### config.mk
export PLATFORM = sky130hd
export DESIGN_NAME = cp0_unit
export DESIGN_NICKNAME = d
export VERILOG_FILES = /design/src/rtl/cp0_pkg.sv /design/src/rtl/cp0_irq_arb.sv /design/src/rtl/cp0_unit.sv
export SDC_FILE = /design/constraint.sdc
export NUM_CORES = 1
export LEC_CHECK = 0
export ABC_CLOCK_PERIOD_IN_PS = 2800
export CORE_MARGIN = 5
export CORE_UTILIZATION = 45
export CTS_BUF_LIST = sky130_fd_sc_hd__clkbuf_8
export DETAILED_ROUTE_END_ITERATION = 16
export MAX_ROUTING_LAYER = met4
export PLACE_DENSITY = 0.84
export SLEW_MARGIN = 5
export SYNTH_ARGS = -nofsm -noshare
export SYNTH_HDL_FRONTEND = slang
export SYNTH_SLANG_ARGS = --single-unit
### constraint.sdc
create_clock -name clk -period 2.8 [get_ports clk]
set_input_delay 0.56 -clock clk [delete_from_list [all_inputs] [get_ports clk]]
set_output_delay 0.56 -clock clk [all_outputs]
set_load 0.03 [all_outputs]
### src/rtl/cp0_pkg.sv
// Shared CP0 register numbers, exception codes and field helpers.
package cp0_pkg;

    localparam int unsigned IRQ_W  = 6;
    localparam int unsigned IM_LSB = 10;

    localparam logic [4:0] CP0_SR    = 5'd12;
    localparam logic [4:0] CP0_CAUSE = 5'd13;
    localparam logic [4:0] CP0_EPC   = 5'd14;
    localparam logic [4:0] CP0_PRID  = 5'd15;

    localparam logic [4:0] EXC_INT  = 5'd0;
    localparam logic [4:0] EXC_ADEL = 5'd4;
    localparam logic [4:0] EXC_ADES = 5'd5;
    localparam logic [4:0] EXC_RI   = 5'd10;
    localparam logic [4:0] EXC_OV   = 5'd12;

    localparam logic [31:0] HANDLER_PC = 32'h0000_4180;

    // Restart PC for a faulting instruction: delay-slot instructions restart at the branch.
    function automatic logic [29:0] epc_of(input logic [31:0] pc, input logic bd);
        logic [31:0] t;
        t = bd ? (pc - 32'd4) : pc;
        return t[31:2];
    endfunction

endpackage

### src/rtl/cp0_irq_arb.sv
// Interrupt vs synchronous-exception arbitration; interrupts win and record ExcCode 0.
module cp0_irq_arb
    import cp0_pkg::*;
#(
    parameter int unsigned W = IRQ_W
) (
    input  logic [W-1:0] hwint,
    input  logic [W-1:0] im,
    input  logic         ie,
    input  logic         exl,
    input  logic [4:0]   exccode,
    output logic         req_c,
    output logic [4:0]   code_c
);

    logic int_take;
    logic exc_take;

    always_comb begin
        int_take = (|(hwint & im)) & ie & ~exl;
        exc_take = (exccode != 5'd0) & ~exl;
        req_c    = int_take | exc_take;
        code_c   = int_take ? EXC_INT : exccode;
    end

endmodule

### src/rtl/cp0_unit.sv
// Coprocessor-0: SR/Cause/EPC/PRId storage, handler entry request and eret target.
module cp0_unit
    import cp0_pkg::*;
#(
    parameter logic [31:0] PRID_VALUE = 32'h4D42_0007,
    parameter int unsigned HWINT_W    = IRQ_W
) (
    input  logic               clk,
    input  logic               reset_n,
    input  logic [4:0]         cp0_addr,
    input  logic               cp0_we,
    input  logic [31:0]        cp0_wdata,
    input  logic [31:0]        pc_m,
    input  logic               bd_m,
    input  logic [4:0]         exccode_m,
    input  logic               eret_m,
    input  logic [HWINT_W-1:0] hwint,
    output logic [31:0]        cp0_rdata,
    output logic [31:0]        epc_out,
    output logic               exc_req
);

    logic [HWINT_W-1:0] sr_im;
    logic               sr_exl;
    logic               sr_ie;
    logic               cause_bd;
    logic [HWINT_W-1:0] cause_ip;
    logic [4:0]         cause_exc;
    logic [29:0]        epc;
    logic [4:0]         exc_code;
    logic [31:0]        sr_word;
    logic [31:0]        cause_word;

    cp0_irq_arb #(.W(HWINT_W)) u_arb (
        .hwint   (hwint),
        .im      (sr_im),
        .ie      (sr_ie),
        .exl     (sr_exl),
        .exccode (exccode_m),
        .req_c   (exc_req),
        .code_c  (exc_code)
    );

    // Register-update priority: reset, handler entry, eret, mtc0.
    always_ff @(posedge clk) begin
        if (!reset_n) begin
            sr_im     <= '0;
            sr_exl    <= 1'b0;
            sr_ie     <= 1'b0;
            cause_bd  <= 1'b0;
            cause_ip  <= '0;
            cause_exc <= '0;
            epc       <= '0;
        end else begin
            cause_ip <= hwint;
            if (exc_req) begin
                sr_exl    <= 1'b1;
                cause_exc <= exc_code;
                cause_bd  <= bd_m;
                epc       <= epc_of(pc_m, bd_m);
            end else if (eret_m) begin
                sr_exl <= 1'b0;
            end else if (cp0_we) begin
                case (cp0_addr)
                    CP0_SR: begin
                        sr_im  <= cp0_wdata[IM_LSB +: HWINT_W];
                        sr_exl <= cp0_wdata[1];
                        sr_ie  <= cp0_wdata[0];
                    end
                    CP0_EPC: epc <= cp0_wdata[31:2];
                    default: ;
                endcase
            end
        end
    end

    // mfc0 read mux; reads see the pre-write register value.
    always_comb begin
        sr_word                     = '0;
        sr_word[IM_LSB +: HWINT_W]  = sr_im;
        sr_word[1]                  = sr_exl;
        sr_word[0]                  = sr_ie;
        cause_word                  = '0;
        cause_word[31]              = cause_bd;
        cause_word[IM_LSB +: HWINT_W] = cause_ip;
        cause_word[6:2]             = cause_exc;
        epc_out                     = {epc, 2'b00};
        case (cp0_addr)
            CP0_SR:    cp0_rdata = sr_word;
            CP0_CAUSE: cp0_rdata = cause_word;
            CP0_EPC:   cp0_rdata = epc_out;
            CP0_PRID:  cp0_rdata = PRID_VALUE;
            default:   cp0_rdata = 32'h0;
        endcase
    end

endmodule

==> flow_metrics.env, run 1 <==
export IMPL_grt_max_degree=38
export IMPL_pre_cts_ws_ps=-175
export IMPL_max_cap_violations=0
export IMPL_rsz0062_at_grt="false"
export IMPL_antenna_found_initial=0
export IMPL_synth_largest_area_cell="dfxtp_1"
export IMPL_synth_top_area_frac=0.278
export IMPL_cts_tree="built"
export IMPL_synth_area_per_cell_sq_um=8.08
export IMPL_tightestPinTransition_ps=658
export IMPL_finalMaxSlewViolations=0
export IMPL_clk_pin_slew_ps=100
export IMPL_start_util=0.464
export IMPL_clk_latency_ps=310
export IMPL_routedWlPerCell_um=19.3
export IMPL_ant_nets=0
export IMPL_nets=682
export IMPL_firstDrtPassIters=5
export IMPL_grt_overflow_total=0
export IMPL_syn_to_final_growth_pct=50.3
export IMPL_htreeDepth=2
export IMPL_placed_cell_area_sq_um=5280
export IMPL_die_h_um=99.5
export IMPL_r2r_start="sr_im[0]"
export IMPL_max_clock_freq_mhz=378
export IMPL_final_area_sq_um=5420
export IMPL_num_vias=4345
export IMPL_hold_buffers=0
export IMPL_clock_skew_ps=8.85
export IMPL_yosysSeqAreaShare=0.278
export IMPL_setup_viol=0
export IMPL_place_hpwl_um=10300
export IMPL_clockBufferDepth=2
export IMPL_viasPerCell=6.22
export IMPL_period_needed_ps=2650
export IMPL_critPathBufInv=1
export IMPL_yosys_warnings=0
export IMPL_nFillCells=642
export IMPL_worstPathArrival_ps=2870
export IMPL_worst_slack_ps=154
export IMPL_synth_ff_type="dfxtp_1"
export IMPL_async_flop_share=0
export IMPL_critPathCaptureType="register"
export IMPL_ys_types=50
export IMPL_synth_cells=446
export IMPL_power_density_nw_per_um2=385
export IMPL_fin_crit_sh=0.945
export IMPL_numCtsBuffers=5
export IMPL_gp_congestion=0.907
export IMPL_crit_slowest_cell="or4_1"
export IMPL_cp_common_cell="or4_1"
export IMPL_ir_worst_vdd_mv=0.272
export IMPL_cts_resized=0
export IMPL_crit_fanout=7
export IMPL_mostFrequentLayoutCell="clkdlybuf4s50_1"
export IMPL_portBuffers=145
export IMPL_wl_um=13500
export IMPL_hold_path_class="register to register"
export IMPL_ios=150
export IMPL_r2r_worst_path_cells=5
export IMPL_critical_path_top_delay_family="simple AND/OR/NAND/NOR gates"
export IMPL_synth_edf_count=0
export IMPL_slowest_delay_ps=630
export IMPL_drive_gt1_frac=0.194
export IMPL_reg2reg_slack_ps=940
export IMPL_hold_viol=0
export IMPL_syn_area_sq_um=3600
export IMPL_final_cell_mix="clkdlybuf4s50_1 (112), buf_4 (80), dfxtp_1 (50), nor2_1 (35), mux2i_1 (23)"
export IMPL_hold_path_endpoint="sr_im[1]"
export IMPL_status="complete, no violations"
export IMPL_drt_iter0_drc=432
export IMPL_postCtsSetupRepairBufs=0
export IMPL_n_antenna_cell=0
export IMPL_grt_pass1_vias=4139
export IMPL_route_detailed_drc=0
export IMPL_grt_use_total=0.272
export IMPL_setup_worst_path_start_class="input pin"
export IMPL_min_delay_start="sr_im[1]"
export IMPL_fp_coreArea_sq_um=7770
export IMPL_die_x_um=99.5
export IMPL_maxSlewHeadroom=0.550
export IMPL_holdWs_ps=488
export IMPL_leakagePower_nw=1.99
export IMPL_path_cells="clkdlybuf4s50_1 -> or3_2 -> or4_1 -> or4_1 -> a311oi_1"
export IMPL_r2r_end="epc[21]"
export IMPL_crit_type="input pin to register"
export IMPL_row_count=32
export IMPL_root_buffer="clkbuf_8"
export IMPL_fp_dieArea_sq_um=9900
export IMPL_hold_depth=2
export IMPL_crit_start="pc_m[6]"
export IMPL_required_ps=3020
export IMPL_numClockSinks=50
export IMPL_grt_pass1_wl_um=21500
export IMPL_synth_top_cells_by_area="dfxtp_1 (28%), mux2i_1 (6.4%), o31a_1 (5.1%)"
export IMPL_synth_seq_cells=50
==> synthesized netlist by cell type, drive strengths merged (14+ instances only) <==
library cell and number:
and4 20, dfxtp 50, a21oi 17, nor2 35, or4 20, clkbuf 46
nand2 21, o41ai 18, a31oi 14, a211oi 15, mux2i 23, o31a 23
==> state kept, by name, summed over array words and instances, names as in the netlist <==
register,cells
sr_im,6
cause_ip,6
sr_exl,1
cause_bd,1
sr_ie,1
cause_exc,5
epc,30
==> metal layers <==
metal / up-vias / GRT usage / part of all wire
met5: - / - / 0
met4: 0 / 0.0725 / 0.018
met3: 20 / 0.0358 / 0.081
met2: 229 / 0.448 / 0.49
met1: 2050 / 0.351 / 0.41
li1: 2046 / - / -
==> kinds of logic after synthesis <==
| logic type | after synthesis | share of synthesized area |
|---|---|---|
| mux | 23 | 0.0639 |
| xor+xnor | 4 | 0.00972 |
| buf+inv | 58 | 0.0746 |
| other cells | 1 | 0.00104 |
| compound gates | 131 | 0.273 |
| flops | 50 | 0.278 |
| simple gates | 178 | 0.297 |
| fa+ha+maj | 1 | 0.00347 |
==> report_power, final <==
part,switching (W),internal (W),total (W)
Combinational,0.000340,0.000319,0.000658
Clock,0.000255,0.000358,0.000613
Sequential,0.0000501,0.000764,0.000814
Total,0.000645,0.00144,0.00209
==> worst max-delay path by stage <==
stage	end	depth (start not counted)
after floorplan	epc[16]	6
after global placement	epc[9]	7
after detailed placement	epc[16]	5
after CTS	epc[16]	5
after global routing	epc[14]	5
final	epc[16]	5
==> worst min-delay path, cell delays in order (launching register included) <==
cell     delay (ps)
dfxtp_1         340
nand2_1          60
mux2i_1          50
==> layout make-up <==
cell class | count | area (sq um) | area share
Sequential cell | 50 | 1000 | 0.185
Multi-Input combinational cell | 339 | 2370 | 0.437
Inverter | 6 | 22.5 | 0.00416
Tap cell | 102 | 128 | 0.0236
Clock inverter | 3 | 68.8 | 0.0127
Clock buffer | 5 | 68.8 | 0.0127
Timing Repair Buffer | 194 | 1760 | 0.325
==> through the flow <==
step | instances | total power, W | util | setup TNS [ps]
2_1_floorplan | 447 | 0.00114 | - | 0
3_3_place_gp | 691 | 0.00146 | 0.680 | -738
3_5_place_dp | 691 | 0.00148 | 0.680 | -958
4_1_cts | 699 | 0.00208 | 0.697 | 0
5_1_grt | 699 | 0.00215 | 0.697 | 0
6_report | 699 | 0.00209 | 0.697 | 0
Power figures use the tool's default switching activity.
==> inputs of run 2 (changes only) <==
--- a/config.mk
+++ b/config.mk
@@ -10,8 +10,9 @@
 export CORE_UTILIZATION = 45
 export CTS_BUF_LIST = sky130_fd_sc_hd__clkbuf_8
 export DETAILED_ROUTE_END_ITERATION = 16
+export DONT_BUFFER_PORTS = 1
 export MAX_ROUTING_LAYER = met4
-export PLACE_DENSITY = 0.84
+export PLACE_DENSITY = 0.6
 export SLEW_MARGIN = 5
 export SYNTH_ARGS = -nofsm -noshare
 export SYNTH_HDL_FRONTEND = slang
==> run 2 against run 1 <==
Net effect: register-to-register slack worse by 170 ps; final area down 28%; critical path depth shrank 2; sequential cell count unchanged; clock skew down 2.8 ps; non-clock buffer count decreased by 153; sequential power up 11%; highest routed layer unchanged; core utilization is 19 points lower; routed wire length shrank 10%; total power down 23%.
==> flow_metrics.env, run 2 (synthesized netlist as in run 1, its figures left out) <==
export IMPL_grt_overflow_total=0
export IMPL_max_cap_violations=0
export IMPL_r2r_start="sr_exl"
export IMPL_wl_um=12100
export IMPL_min_delay_start="hwint[5]"
export IMPL_antenna_found_initial=1
export IMPL_clockBufferDepth=2
export IMPL_ir_worst_vdd_mv=0.197
export IMPL_portBuffers=0
export IMPL_root_buffer="clkbuf_8"
export IMPL_ios=150
export IMPL_fp_dieArea_sq_um=9900
export IMPL_drt_iter0_drc=252
export IMPL_postCtsSetupRepairBufs=0
export IMPL_crit_fanout=11
export IMPL_power_total_w=0.00160
export IMPL_nFillCells=781
export IMPL_fp_coreArea_sq_um=7770
export IMPL_htreeDepth=2
export IMPL_setup_worst_path_start_class="register"
export IMPL_r2r_end="epc[20]"
export IMPL_fin_crit_sh=0.833
export IMPL_route_detailed_drc=0
export IMPL_regMostFlops="epc"
export IMPL_cts_tree="built"
export IMPL_clock_skew_ps=6.07
export IMPL_grt_use_total=0.239
export IMPL_firstDrtPassIters=4
export IMPL_leakagePower_nw=1.32
export IMPL_final_area_sq_um=3910
export IMPL_slowest_delay_ps=470
export IMPL_hold_buffers=0
export IMPL_num_vias=3589
export IMPL_die_h_um=99.5
export IMPL_setup_viol=0
export IMPL_hold_path_class="input pin to register"
export IMPL_maxSlewHeadroom=0.544
export IMPL_rsz0062_at_grt="false"
export IMPL_syn_to_final_growth_pct=8.44
export IMPL_final_cell_mix="dfxtp_1 (50), buf_4 (41), nor2_1 (35), mux2i_1 (23), o31a_1 (21)"
export IMPL_crit_type="register to output port"
export IMPL_gp_congestion=0.926
export IMPL_r2r_worst_path_cells=5
export IMPL_placed_cell_area_sq_um=3820
export IMPL_ant_nets=0
export IMPL_start_util=0.464
export IMPL_clk_latency_ps=300
export IMPL_hold_depth=1
export IMPL_mostFrequentLayoutCell="dfxtp_1"
export IMPL_reg_top3="epc (30), cause_ip (6), sr_im (6)"
export IMPL_finalMaxSlewViolations=0
export IMPL_grt_pass1_vias=3263
export IMPL_max_clock_freq_mhz=429
export IMPL_hold_path_endpoint="cause_ip[5]"
export IMPL_die_x_um=99.5
export IMPL_fin_setup_tns_ps=0
export IMPL_grt_max_degree=38
export IMPL_worstPathArrival_ps=1770
export IMPL_numClockSinks=50
export IMPL_tightestPinTransition_ps=683
export IMPL_period_needed_ps=2330
export IMPL_row_count=32
export IMPL_place_hpwl_um=9120
export IMPL_nets=529
export IMPL_required_ps=2240
export IMPL_reg2reg_slack_ps=770
export IMPL_critPathCaptureType="output port"
export IMPL_status="complete, no violations"
export IMPL_hold_viol=0
export IMPL_numCtsBuffers=5
export IMPL_crit_slowest_cell="dfxtp_1"
export IMPL_power_density_nw_per_um2=409
export IMPL_path_cells="a21oi_2 -> nor2_1 -> inv_1"
export IMPL_drive_gt1_frac=0.165
export IMPL_largest_reg_flops=30
export IMPL_grt_pass1_wl_um=18500
export IMPL_viasPerCell=6.57
export IMPL_cts_resized=0
export IMPL_routedWlPerCell_um=22.1
export IMPL_clk_pin_slew_ps=90
## run 2: worst max-delay path: cells and delay by family, from the launching register on
family	cells	cell delay, ps
AOI/OAI and AO/OA	1	420
buffers and inverters	1	470
DFF	1	470
and+or+nand+nor	1	100
## run 2: worst max-delay path by stage
stage	depth (start not counted)	endpoint	start
finish	3	exc_req	sr_exl
global route	3	exc_req	sr_exl
CTS	4	exc_req	sr_im[0]
detailed placement	4	epc[16]	pc_m[10]
global placement	4	epc[16]	pc_m[10]
floorplan	6	epc[16]	pc_m[7]
## run 2: through the flow
step	setup WS, ps	hold WS, ps	utilization	instances
global placement	274	460	0.492	538
finish	469	375	0.503	546
global route	338	358	0.503	546
detailed placement	253	464	0.492	538
CTS	484	369	0.503	545
floorplan	281	447	-	447
## run 2: per-layer routing
metal,share of wire,GRT usage
met1,0.44,0.333
met2,0.45,0.352
met3,0.094,0.0568
met4,0.014,0.0494
met5,0,-
## run 2: final cells by class
| type | instances | area [sq um] | area share |
|---|---|---|---|
| antenna | 1 | 2.50 | 0.000640 |
| clock buffer | 5 | 68.8 | 0.0176 |
| clock inverter | 2 | 11.3 | 0.00288 |
| inverter | 6 | 22.5 | 0.00576 |
| multi-input combinational | 339 | 2370 | 0.606 |
| sequential | 50 | 1000 | 0.256 |
| tap | 102 | 128 | 0.0327 |
| timing repair buffer | 41 | 308 | 0.0788 |
## run 2: power by group
group          leakage (nW)  internal, W  switching (W)
Combinational         0.868     0.000129       0.000173
Sequential            0.414     0.000764       0.000137
Clock                0.0414     0.000168       0.000229
Total                  1.32      0.00106       0.000538
